[src/rtl/ddr_arb_pkg.sv]
`default_nettype none
// ============================================================================
//  Module      : ddr_arb_pkg
//  Description : Shared widths, FSM state type and command record for the
//                DDR port arbiter.
//  Revision    : 1.0 - initial release
// ============================================================================
package ddr_arb_pkg;

    localparam int AMM_ADR_W   = 25;
    localparam int AMM_DATA_W  = 256;
    localparam int AMM_BE_W    = 32;
    localparam int AMM_BURST_W = 7;
    // Wide enough for the largest supported requester count (8)
    localparam int ARB_ID_W    = 3;

    typedef enum logic [0:0] {
        IDLE  = 1'b0,
        ISSUE = 1'b1
    } arb_state_t;

    typedef struct packed {
        logic                  we;
        logic [AMM_ADR_W-1:0]  adr;
        logic [AMM_DATA_W-1:0] wdata;
        logic [AMM_BE_W-1:0]   be;
        logic [ARB_ID_W-1:0]   id;
    } arb_cmd_t;

endpackage
`default_nettype wire

[src/rtl/ddr_arb_id_fifo.sv]
`default_nettype none
// ============================================================================
//  Module      : ddr_arb_id_fifo
//  Description : Ordered store of requester ids for reads in flight; push and
//                pop may occur in the same cycle.
//  Revision    : 1.0 - initial release
// ============================================================================
module ddr_arb_id_fifo #(
    parameter int DEPTH = 8,
    parameter int W     = 1
) (
    input  logic                     clk_i,
    input  logic                     rst_n_i,
    input  logic                     push_i,
    input  logic [W-1:0]             push_id_i,
    input  logic                     pop_i,
    output logic [W-1:0]             pop_id_o,
    output logic [$clog2(DEPTH):0]   count_o,
    output logic                     full_o,
    output logic                     empty_o
);

    localparam int AW    = $clog2(DEPTH);
    localparam int CNT_W = AW + 1;

    logic [W-1:0]     mem_q [DEPTH];
    logic [AW-1:0]    wr_ptr_q;
    logic [AW-1:0]    rd_ptr_q;
    logic [CNT_W-1:0] count_q;
    logic [CNT_W-1:0] count_d;
    logic             wr_en;
    logic             rd_en;

    assign full_o   = (count_q == CNT_W'(DEPTH));
    assign empty_o  = (count_q == '0);
    assign count_o  = count_q;
    assign pop_id_o = mem_q[rd_ptr_q];

    assign wr_en = push_i && !full_o;
    assign rd_en = pop_i && !empty_o;

    always_comb begin
        count_d = count_q;
        case ({wr_en, rd_en})
            2'b10:   count_d = count_q + CNT_W'(1);
            2'b01:   count_d = count_q - CNT_W'(1);
            default: count_d = count_q;
        endcase
    end

    always_ff @(posedge clk_i or negedge rst_n_i) begin
        if (!rst_n_i) begin
            wr_ptr_q <= '0;
            rd_ptr_q <= '0;
            count_q  <= '0;
        end else begin
            if (wr_en) wr_ptr_q <= wr_ptr_q + AW'(1);
            if (rd_en) rd_ptr_q <= rd_ptr_q + AW'(1);
            count_q <= count_d;
        end
    end

    // Payload needs no reset: entries are only read once counted in
    always_ff @(posedge clk_i) begin
        if (wr_en) mem_q[wr_ptr_q] <= push_id_i;
    end

endmodule
`default_nettype wire

[src/rtl/ddr_port_arbiter.sv]
`default_nettype none
// ============================================================================
//  Module      : ddr_port_arbiter
//  Description : Shares one Avalon-MM DDR port among NUM_REQ requesters and
//                routes read beats back in order. Define DDR_ARB_FIXED_PRIO_EN
//                for fixed lowest-index priority instead of round-robin.
//  Revision    : 1.0 - initial release
// ============================================================================
module ddr_port_arbiter
    import ddr_arb_pkg::*;
#(
    parameter int NUM_REQ   = 2,
    parameter int MAX_OUTST = 8
) (
    input  logic                                 CLK_I,
    input  logic                                 RST_N_I,
    input  logic [NUM_REQ-1:0]                   req_valid,
    input  logic [NUM_REQ-1:0]                   req_we,
    input  logic [NUM_REQ-1:0][AMM_ADR_W-1:0]    req_adr,
    input  logic [NUM_REQ-1:0][AMM_DATA_W-1:0]   req_wdata,
    input  logic [NUM_REQ-1:0][AMM_BE_W-1:0]     req_be,
    output logic [NUM_REQ-1:0]                   req_ready,
    output logic [NUM_REQ-1:0]                   rsp_valid,
    output logic [AMM_DATA_W-1:0]                rsp_rdata,
    output logic                                 err_unexp_rd,
    output logic [AMM_ADR_W-1:0]                 amm_address_0,
    output logic [AMM_DATA_W-1:0]                amm_writedata_0,
    output logic [AMM_BE_W-1:0]                  amm_byteenable_0,
    output logic [AMM_BURST_W-1:0]               amm_burstcount_0,
    output logic                                 amm_read_0,
    output logic                                 amm_write_0,
    input  logic                                 amm_ready_0,
    input  logic                                 amm_readdatavalid_0,
    input  logic [AMM_DATA_W-1:0]                amm_readdata_0
);

    localparam int IDW   = $clog2(NUM_REQ);
    localparam int CNT_W = $clog2(MAX_OUTST) + 1;

    arb_state_t              state_q, state_d;
    arb_cmd_t                cmd_q, cmd_d;
    logic [NUM_REQ-1:0]      rsp_valid_q, rsp_valid_d;
    logic [AMM_DATA_W-1:0]   rsp_rdata_q, rsp_rdata_d;
    logic                    err_q, err_d;

    logic [NUM_REQ-1:0]      eligible;
    logic                    grant_any;
    logic [IDW-1:0]          grant_idx;
    logic                    accept;
    logic                    fifo_push;
    logic                    fifo_pop;
    logic [IDW-1:0]          fifo_pop_id;
    logic [CNT_W-1:0]        fifo_count;
    logic                    fifo_full;
    logic                    fifo_empty;
    logic                    read_room;
    logic                    id_unused;

    assign id_unused = ^cmd_q.id;

    assign read_room = (fifo_count < CNT_W'(MAX_OUTST));
    assign accept    = (state_q == ISSUE) && amm_ready_0;
    assign fifo_push = accept && !cmd_q.we && !fifo_full;
    assign fifo_pop  = amm_readdatavalid_0 && !fifo_empty;

    always_comb begin
        eligible = '0;
        for (int i = 0; i < NUM_REQ; i++) begin
            eligible[i] = req_valid[i] && (req_we[i] || read_room);
        end
    end

`ifdef DDR_ARB_FIXED_PRIO_EN
    always_comb begin
        grant_any = 1'b0;
        grant_idx = '0;
        for (int i = NUM_REQ - 1; i >= 0; i--) begin
            if (eligible[i]) begin
                grant_any = 1'b1;
                grant_idx = IDW'(i);
            end
        end
    end
`else
    logic [IDW-1:0] ptr_q, ptr_d;
    int             rr_idx;

    // Scan downward so the candidate nearest the pointer is assigned last
    always_comb begin
        grant_any = 1'b0;
        grant_idx = '0;
        rr_idx    = 0;
        for (int k = NUM_REQ - 1; k >= 0; k--) begin
            rr_idx = int'(ptr_q) + k;
            if (rr_idx >= NUM_REQ) rr_idx = rr_idx - NUM_REQ;
            if (eligible[rr_idx]) begin
                grant_any = 1'b1;
                grant_idx = IDW'(rr_idx);
            end
        end
    end

    always_comb begin
        ptr_d = ptr_q;
        if (accept) begin
            ptr_d = (cmd_q.id == ARB_ID_W'(NUM_REQ - 1)) ? '0
                                                          : IDW'(cmd_q.id + ARB_ID_W'(1));
        end
    end

    always_ff @(posedge CLK_I or negedge RST_N_I) begin
        if (!RST_N_I) ptr_q <= '0;
        else          ptr_q <= ptr_d;
    end
`endif

    always_comb begin
        state_d = state_q;
        cmd_d   = cmd_q;
        unique case (state_q)
            IDLE: begin
                if (grant_any) begin
                    state_d     = ISSUE;
                    cmd_d.we    = req_we[grant_idx];
                    cmd_d.adr   = req_adr[grant_idx];
                    cmd_d.wdata = req_wdata[grant_idx];
                    cmd_d.be    = req_be[grant_idx];
                    cmd_d.id    = ARB_ID_W'(grant_idx);
                end
            end
            ISSUE: begin
                if (amm_ready_0) state_d = IDLE;
            end
            default: state_d = IDLE;
        endcase
    end

    always_comb begin
        rsp_valid_d = '0;
        rsp_rdata_d = rsp_rdata_q;
        err_d       = err_q | (amm_readdatavalid_0 & fifo_empty);
        if (fifo_pop) begin
            rsp_rdata_d = amm_readdata_0;
            for (int i = 0; i < NUM_REQ; i++) begin
                rsp_valid_d[i] = (fifo_pop_id == IDW'(i));
            end
        end
    end

    always_ff @(posedge CLK_I or negedge RST_N_I) begin
        if (!RST_N_I) begin
            state_q     <= IDLE;
            cmd_q       <= '0;
            rsp_valid_q <= '0;
            rsp_rdata_q <= '0;
            err_q       <= 1'b0;
        end else begin
            state_q     <= state_d;
            cmd_q       <= cmd_d;
            rsp_valid_q <= rsp_valid_d;
            rsp_rdata_q <= rsp_rdata_d;
            err_q       <= err_d;
        end
    end

    // Gated with reset so a pending request is not acknowledged while held in reset
    always_comb begin
        req_ready = '0;
        for (int i = 0; i < NUM_REQ; i++) begin
            req_ready[i] = RST_N_I && (state_q == IDLE) && grant_any && (grant_idx == IDW'(i));
        end
    end

    assign rsp_valid        = rsp_valid_q;
    assign rsp_rdata        = rsp_rdata_q;
    assign err_unexp_rd     = err_q;
    assign amm_address_0    = cmd_q.adr;
    assign amm_writedata_0  = cmd_q.wdata;
    assign amm_byteenable_0 = cmd_q.be;
    assign amm_burstcount_0 = AMM_BURST_W'(1);
    assign amm_read_0       = (state_q == ISSUE) && !cmd_q.we;
    assign amm_write_0      = (state_q == ISSUE) &&  cmd_q.we;

    ddr_arb_id_fifo #(
        .DEPTH (MAX_OUTST),
        .W     (IDW)
    ) u_id_fifo (
        .clk_i     (CLK_I),
        .rst_n_i   (RST_N_I),
        .push_i    (fifo_push),
        .push_id_i (cmd_q.id[IDW-1:0]),
        .pop_i     (fifo_pop),
        .pop_id_o  (fifo_pop_id),
        .count_o   (fifo_count),
        .full_o    (fifo_full),
        .empty_o   (fifo_empty)
    );

endmodule
`default_nettype wire

[config.mk]
export PLATFORM = sky130hd
export DESIGN_NAME = ddr_port_arbiter
export DESIGN_NICKNAME = d
export VERILOG_FILES = /design/src/rtl/ddr_arb_pkg.sv /design/src/rtl/ddr_arb_id_fifo.sv /design/src/rtl/ddr_port_arbiter.sv
export SDC_FILE = /design/constraint.sdc
export NUM_CORES = 1
export LEC_CHECK = 0
export ABC_AREA = 1
export CAP_MARGIN = 20
export CORE_AREA = 5 5 574 576
export DETAILED_ROUTE_END_ITERATION = 8
export DIE_AREA = 0 0 579 581
export SKIP_LAST_GASP = 1
export SLEW_MARGIN = 20
export SYNTH_ARGS = -nofsm -noshare
export SYNTH_HDL_FRONTEND = slang
export SYNTH_SLANG_ARGS = --single-unit
export TNS_END_PERCENT = 10
[constraint.sdc]
create_clock -name CLK_I -period 2.4 [get_ports CLK_I]
set_clock_uncertainty 0.1 [all_clocks]
set_input_delay 0.24 -clock CLK_I [delete_from_list [all_inputs] [get_ports CLK_I]]
set_output_delay 0.24 -clock CLK_I [all_outputs]
set_load 0.01 [all_outputs]
==> metrics.md, run 1 <==
| Metric | Value |
|---|---|
| I/O pins | 1,473 |
| Routed WL per cell | 25.7 um |
| Total GRT Usage | between 10 and 15% |
| Area grow syn2layout | 87.7% |
| Worst setup margin | -0.217 ns |
| GRT overflow | 0 |
| Final setup vio count | 3 |
| Vias in the first global route | between 30,000 and 40,000 |
| Die Span Y | 581 um |
| Worst Hold Class | in -> async |
| FP Rows | between 200 and 250 |
| Highest-delay cell along the critical path | dfrtp_2 |
| Antenna-violating nets left | 0 |
| Status | complete, but fails checks |
| Worst-Margin Slew | ~0.85 ns |
| Register area share after synthesis | 48.6% |
| Hold_buf cts | 580 |
| HPWL Detailed | 220,000 um |
| Worst path cell trace | nand2_2, nand3b_1, buf_12, nand2_8, clkinvlp_4, buf_4, buf_6, nand2_4, nor2_4, buf_8 |
| Nets | 6,540 |
| Fin. Hold Viols | roughly 210 |
| RSZ-0062 raised after global routing | true |
| Drt drc | 0 |
| Fmax | about 0.38 GHz |
| Clock tree buffer depth | 4 |
| Critical Path Source Type | flop |
| Clock-pin slew on the worst setup and hold paths | 0.06 ns |
| WP buf/inv | 5 |
| Placed Cells | 9,297 |
| Place WS | -0.305 ns |
| Commonest cells after routing, fill and taps aside | nand2_1, clkdlybuf4s50_1, dfrtp_1, dlygate4sd3_1, inv_1 |
| Synth Area per Inst | 7.83 sq um |
| Peak supply drop | 0.000561 V |
| Synthesized flop and latch total | just under 600 |
| Final Wtd Congestion | 0.984 |
| CP peak stage delay | 0.46 ns |
| First-pass GRT wire length | 330,000 um |
| CP top delay family | buffers and inverters |
| Worst skew pair latency | between 0.7 and 0.8 ns |
| Minimum clock period | 2.62 ns |
| Hold WS | -0.725 ns |
| Root buffer cell | clkbuf_16 |
| Pins Over Slew Limit | 0 |
| CP endpoint kind | output port |
| Slew Limit Headroom | 43.6% |
| Initial antenna violation count | 122 |
| Port bufs | ~1,500 |
| Violated checks | hold timing, setup timing |
| Most common cell after layout, fill and taps aside | nand2_1 |
| Starting DRT DRC Count | 2,140 |
| Worst path required time | 2.06 ns |
| Via Count | 33,070 |
| Post-DR vias/cell | approximately 3.3 |
| Clock Sinks | between 500 and 600 |
| Core Area | 323,000 sq um |
| PwrDens | 1110 nW/um^2 |
| Clock buffer count from CTS | 85 |
| Post-Synthesis Cells | 3,921 |
| Fin cells | 10,097 |
| Period utilisation layout | 109% |
| CTS HTree Levels | 3 |
| Crit Path Class | reg -> out |
| Die area | 336,000 sq um |
| Largest net degree at the start of global routing | 120 |
| Share of cells above drive strength 1 | 6.19% |
| Synthesized area | just over 30,000 sq um |
| CTS tree | built |
| Starting Density | 9.50% |
| Pre-Repair DR Iteration Count | 7 |
| Die Width | 579 um |
| Data arrival time of the worst path | 2.28 ns |
| CP Max Fanout | 3 |
| Leakage | 26.2 nW |
| Post-Route Setup TNS | -0.413 ns |
| DRT Wirelength | between 200,000 and 300,000 um |
| Yosys warns | 0 |
| Max Cap Viol | 0 |
| Synth cell types | 25 |
==> worst reg2reg max path, stage by stage, from the launching register on <==
cell and delay [ns]:
dfrtp_2 0.46, inv_4 0.09, buf_4 0.13, nand3_1 0.20, nand2_8 0.18, inv_8 0.06, ha_1 0.24, nand2_1 0.08
nand2_1 0.07, ha_1 0.18, a21oi_1 0.15, xnor2_1 0.14, o21ai_0 0.09
==> per-stage QoR <==
stage	utilization, %	power, mW	area (sq um)
3_3_place_gp	15.0	50.1	48600
2_1_floorplan	-	30.9	30700
3_5_place_dp	15.0	50.1	48600
4_1_cts	17.8	65.5	57500
5_1_grt	17.8	67.7	57600
6_report	17.8	63.8	57600
==> flip-flops by register name, summed over array words and instances, names as in the netlist <==
register	cells
ptr_q	1
amm_writedata_0	256
cmd_q	2
err_unexp_rd	1
u_id_fifo.mem_q	8
u_id_fifo.wr_ptr_q	3
u_id_fifo.rd_ptr_q	3
u_id_fifo.count_o	4
state_q	1
amm_address_0	25
rsp_valid	2
amm_byteenable_0	32
rsp_rdata	256
==> area by class of cell <==
| type | instances | area, sq um |
|---|---|---|
| clock buffers | 121 | 2490 |
| fillers | 36160 | 266000 |
| clock inverters | 28 | 437 |
| well taps | 4325 | 5410 |
| inverters | 344 | 1320 |
| repair buffers | 2181 | 22000 |
| diodes | 65 | 163 |
| multi-input cells | 2439 | 10900 |
| flip-flops and latches | 594 | 14900 |
==> final timing paths <==
check / start / endpoint / slack [ns] / cells after the start
hold reg to reg: rsp_rdata[145] / rsp_rdata[145] / 0.38 / 2
max in group asynchronous: RST_N_I / amm_writedata_0[115] / 0.99 / 5
setup / recovery: u_id_fifo.count_o[3] / req_ready[1] / -0.22 / 10
min in group CLK_I: req_be[8] / amm_byteenable_0[8] / 0.08 / 5
setup reg to reg: u_id_fifo.count_o[3] / u_id_fifo.count_o[2] / 0.14 / 12
hold / removal: RST_N_I / amm_writedata_0[85] / -0.72 / 1
==> power by group <==
group	switching, mW	internal (mW)
registers	2.91	14.3
clock network	5.36	8.28
logic	20.3	12.7
==> kinds of logic after synthesis <==
| kind of cell | synth area share [%] |
|---|---|
| buffers and inverters | 16.1 |
| XOR/XNOR | 0.171 |
| flip-flops | 48.6 |
| adder cells (fa/ha/maj) | 0.204 |
| other | 0.0245 |
| AND/OR/NAND/NOR | 34.7 |
| AO/OA/AOI/OAI | 0.216 |
==> layer usage <==
| metal | vias to the layer above | global-route usage (%) | part of all wire [%] |
|---|---|---|---|
| met5 | - | 0 | 0.068 |
| met4 | 26 | 4.47 | 3.4 |
| met3 | 323 | 6.04 | 11 |
| met2 | 1659 | 22.0 | 42 |
| met1 | 15857 | 19.2 | 44 |
| li1 | 15205 | - | - |
==> Yosys cell counts, drive strengths merged <==
library cell / n / share of area (%)
clkbuf: 24 / 0.29
xor2: 3 / 0.086
o21ai: 8 / 0.14
buf: 525 / 12
nand3b: 315 / 7.7
nand2: 1751 / 21
inv: 344 / 4.2
xnor2: 3 / 0.086
o21bai: 1 / 0.024
edfxtp: 8 / 0.78
nor2: 12 / 0.15
a21oi: 3 / 0.049
ha: 5 / 0.20
nor3: 9 / 0.15
nand3: 322 / 5.3
dfrtp: 586 / 48
conb: 2 / 0.024
==> repair_timing <==
action | CTS | global route
resized for setup | 27 | 5
pin swaps | 5 | 2
setup endpoints to repair | 68 | 63
hold endpoints to repair | 1080 | 211
gates cloned | 0 | 0
buffers inserted | 6 | 1
No activity file was read; power rests on OpenSTA's default activity.
==> run 2: changes to the inputs <==
Settings changed: CORE_AREA 5 5 574 576 to 2 2 571 573, DIE_AREA 0 0 579 581 to 0 0 573 575, GPL_TIMING_DRIVEN set to 0.
==> metrics.md, run 2 (synthesized netlist as in run 1, its figures left out) <==
| Metric | Value |
|---|---|
| CTS HTree Levels | 3 (unchanged) |
| Routed WL per cell | 27.5 um (+6.8%) |
| Period utilisation layout | 115% (+5.9 points) |
| Worst R2R Setup Slack | -0.29 ns (-0.43 ns) |
| Clock-pin slew on the worst setup and hold paths | 0.06 ns (about the same) |
| Clock buffer count from CTS | 89 (+4.7%) |
| Max Cap Viol | 0 (unchanged) |
| Vias in the first global route | 35,165 (+5.7%) |
| Starting DRT DRC Count | 2,470 (+15%) |
| Minimum clock period | 2.76 ns (+0.143 ns) |
| Logic pwr share | 55.2% (+3.6 points) |
| Psw | 31.3 mW (+9.9%) |
| Depth of the most critical reg-to-reg path | 9 (-3) |
| Area grow syn2layout | 97.8% |
| Pins Over Slew Limit | 0 (unchanged) |
| Worst path required time | 2.06 ns (about the same) |
| Nets | 6,914 (+5.7%) |
| PwrDens | 1160 nW/um^2 (+4.5%) |
| Antenna-violating nets left | 0 (unchanged) |
| Worst Hold Class | in -> async |
| FP Rows | 209 (unchanged) |
| Number of fill cells | 36,031 (-0.36%) |
| Leakage | 28.0 nW (+6.9%) |
| Share of cells above drive strength 1 | 13.0% (+6.8 points) |
| CP endpoint kind | output port |
| Worst-Margin Slew | 0.907 ns (+0.0608 ns) |
| HPWL Detailed | 247,000 um (+12%) |
| Core Area | 323,000 sq um (unchanged) |
| RSZ-0062 raised after global routing | true |
| Starting Density | 9.50% (unchanged) |
| Die Span Y | 575 um (-1.0%) |
| Fmax | 0.362 GHz (-5.2%) |
| Worst setup margin | -0.360 ns (-0.143 ns) |
| Fin util | 18.8% (+0.95 points) |
| Total GRT Usage | 16.8% (+2.2 points) |
| Final setup vio count | 122 (+119) |
| Drt drc | 0 (unchanged) |
| Pre-Repair DR Iteration Count | 5 (-2) |
| RR Endpoint | amm_writedata_0[129] |
| Switching Fraction | 44.6% (-0.099 points) |
| Data arrival time of the worst path | 2.42 ns (+0.14 ns) |
| Hold WS | -0.0405 ns (+0.684 ns) |
| Worst reg2reg path startpoint | u_id_fifo.count_o[3] |
| Die area | 329,000 sq um (-2.1%) |
| Initial antenna violation count | 179 (+47%) |
| CP Max Fanout | 6 (+3) |
| First-pass GRT wire length | 363,000 um (+10%) |
| Worst skew pair latency | 0.82 ns (+0.03 ns) |
| DRT Wirelength | 289,000 um (+11%) |
| Critical Path Source Type | flop |
| Fin. Hold Viols | 33 (-84%) |
| Peak supply drop | 0.000629 V (+12%) |
| Violated checks | hold timing, setup timing |
| Final Wtd Congestion | 0.984 (about the same) |
| Via Count | 35,117 (+6.2%) |
| Largest net degree at the start of global routing | 90 (-25%) |
| Status | complete, but fails checks |
| CTS tree | built |
| Commonest cells after routing, fill and taps aside | nand2_1, clkdlybuf4s50_1, dfrtp_1, dlygate4sd3_1, buf_4 |
| Slew Limit Headroom | 39.5% (-4.1 points) |
| Clock Sinks | 594 (unchanged) |
| Root buffer cell | clkbuf_16 |
| Clock tree buffer depth | 4 (unchanged) |
| P_int | 38.9 mW (+10%) |
| Clk pwr share | 20.3% (-1.1 points) |
| Die Width | 573 um (-1.0%) |
| Most common cell after layout, fill and taps aside | nand2_1 |
| Sequential Power Share | 24.4% (-2.6 points) |
| GRT overflow | 0 (unchanged) |
| Port bufs | 1,465 (unchanged) |
| Crit Path Class | reg -> out |
| I/O pins | 1,473 (unchanged) |
| Post-DR vias/cell | 3.34 (+2.0%) |
run 2: cell count changes in the layout (fill, tap and decap cells not counted), moves of 9 or more:
cell / change
buf_4: +199
buf_2: +131
dlygate4sd3_1: -72
nand3_1: -59
clkdlybuf4s50_1: +47
diode_2: +40
nand3_4: +38
buf_6: +33
buf_12: -26
nand3_2: +21
clkbuf_1: +14
clkbuf_2: +9
run 2: metrics by stage:
stage / cells / instance area [sq um] / power (mW) / setup slack [ns] / setup TNS [ns]
3_3_place_gp: 9716 / 50800 / 54.5 / -30.01 / -
5_1_grt: 10464 / 60600 / 74.2 / -0.495 / -30.17
4_1_cts: 10400 / 60300 / 71.4 / -0.506 / -29.56
2_1_floorplan: 3926 / 30700 / 30.9 / 0.226 / 0
3_5_place_dp: 9724 / 51000 / 54.5 / -1.61 / -361.92
6_report: 10512 / 60700 / 70.2 / -0.360 / -7.90
run 2: worst max-delay path by stage:
stage                                    start                    to  slack (ns)  cells past startpoint
after floorplan           u_id_fifo.count_o[0]  u_id_fifo.count_o[2]        0.23                     12
after global placement                 RST_N_I        rsp_rdata[181]      -30.01                      1
after detailed placement             req_we[1]  amm_byteenable_0[30]       -1.61                      8
after CTS                 u_id_fifo.count_o[3]          req_ready[1]       -0.51                     10
after global routing      u_id_fifo.count_o[3]          req_ready[1]       -0.50                     10
final                     u_id_fifo.count_o[3]          req_ready[1]       -0.36                     10
run 2: layout make-up:
class	instances	area, sq um	share of cell area [%]
repair buffers	2003	20300	33.4
flip-flops and latches	594	14900	24.6
multi-input cells	2439	11500	18.9
well taps	4325	5410	8.91
plain buffers	548	3960	6.53
clock buffers	110	2460	4.05
inverters	344	1340	2.21
clock inverters	44	571	0.940
diodes	105	263	0.433
run 2: critical path: stages (launching register included):
cell      delay, ns
dfrtp_2        0.45
buf_12         0.15
nand2_4        0.05
nand3b_1       0.14
buf_12         0.17
nand2_8        0.10
buf_12         0.16
inv_8          0.05
nand2_2        0.04
nor2_1         0.08
buf_2          0.16
run 2: timing repair:
| item | CTS | global route |
|---|---|---|
| gates resized for setup | 213 | 52 |
| hold buffers | 514 | 1 |
| pin swaps | 7 | 6 |
| endpoints found under the hold margin | 743 | 23 |
| setup endpoints to repair | 674 | 287 |
| buffers inserted | 9 | 5 |
| cloned | 0 | 1 |
run 2: metal layers:
layer	vias up	GRT usage [%]	wire length, um
li1	16049	-	-
met1	16778	21.4	122000
met2	1758	23.9	115000
met3	470	8.42	36500
met4	62	6.95	14500
met5	-	0	440
run 2: power groups by stage:
stage	sequential, mW	clock [mW]	combinational (mW)
after floorplan	17.0	0	13.9
after global placement	17.3	0	37.2
after detailed placement	17.2	0	37.3
after CTS	17.1	14.9	39.4
after global routing	17.7	15.1	41.4
final	17.2	14.3	38.8
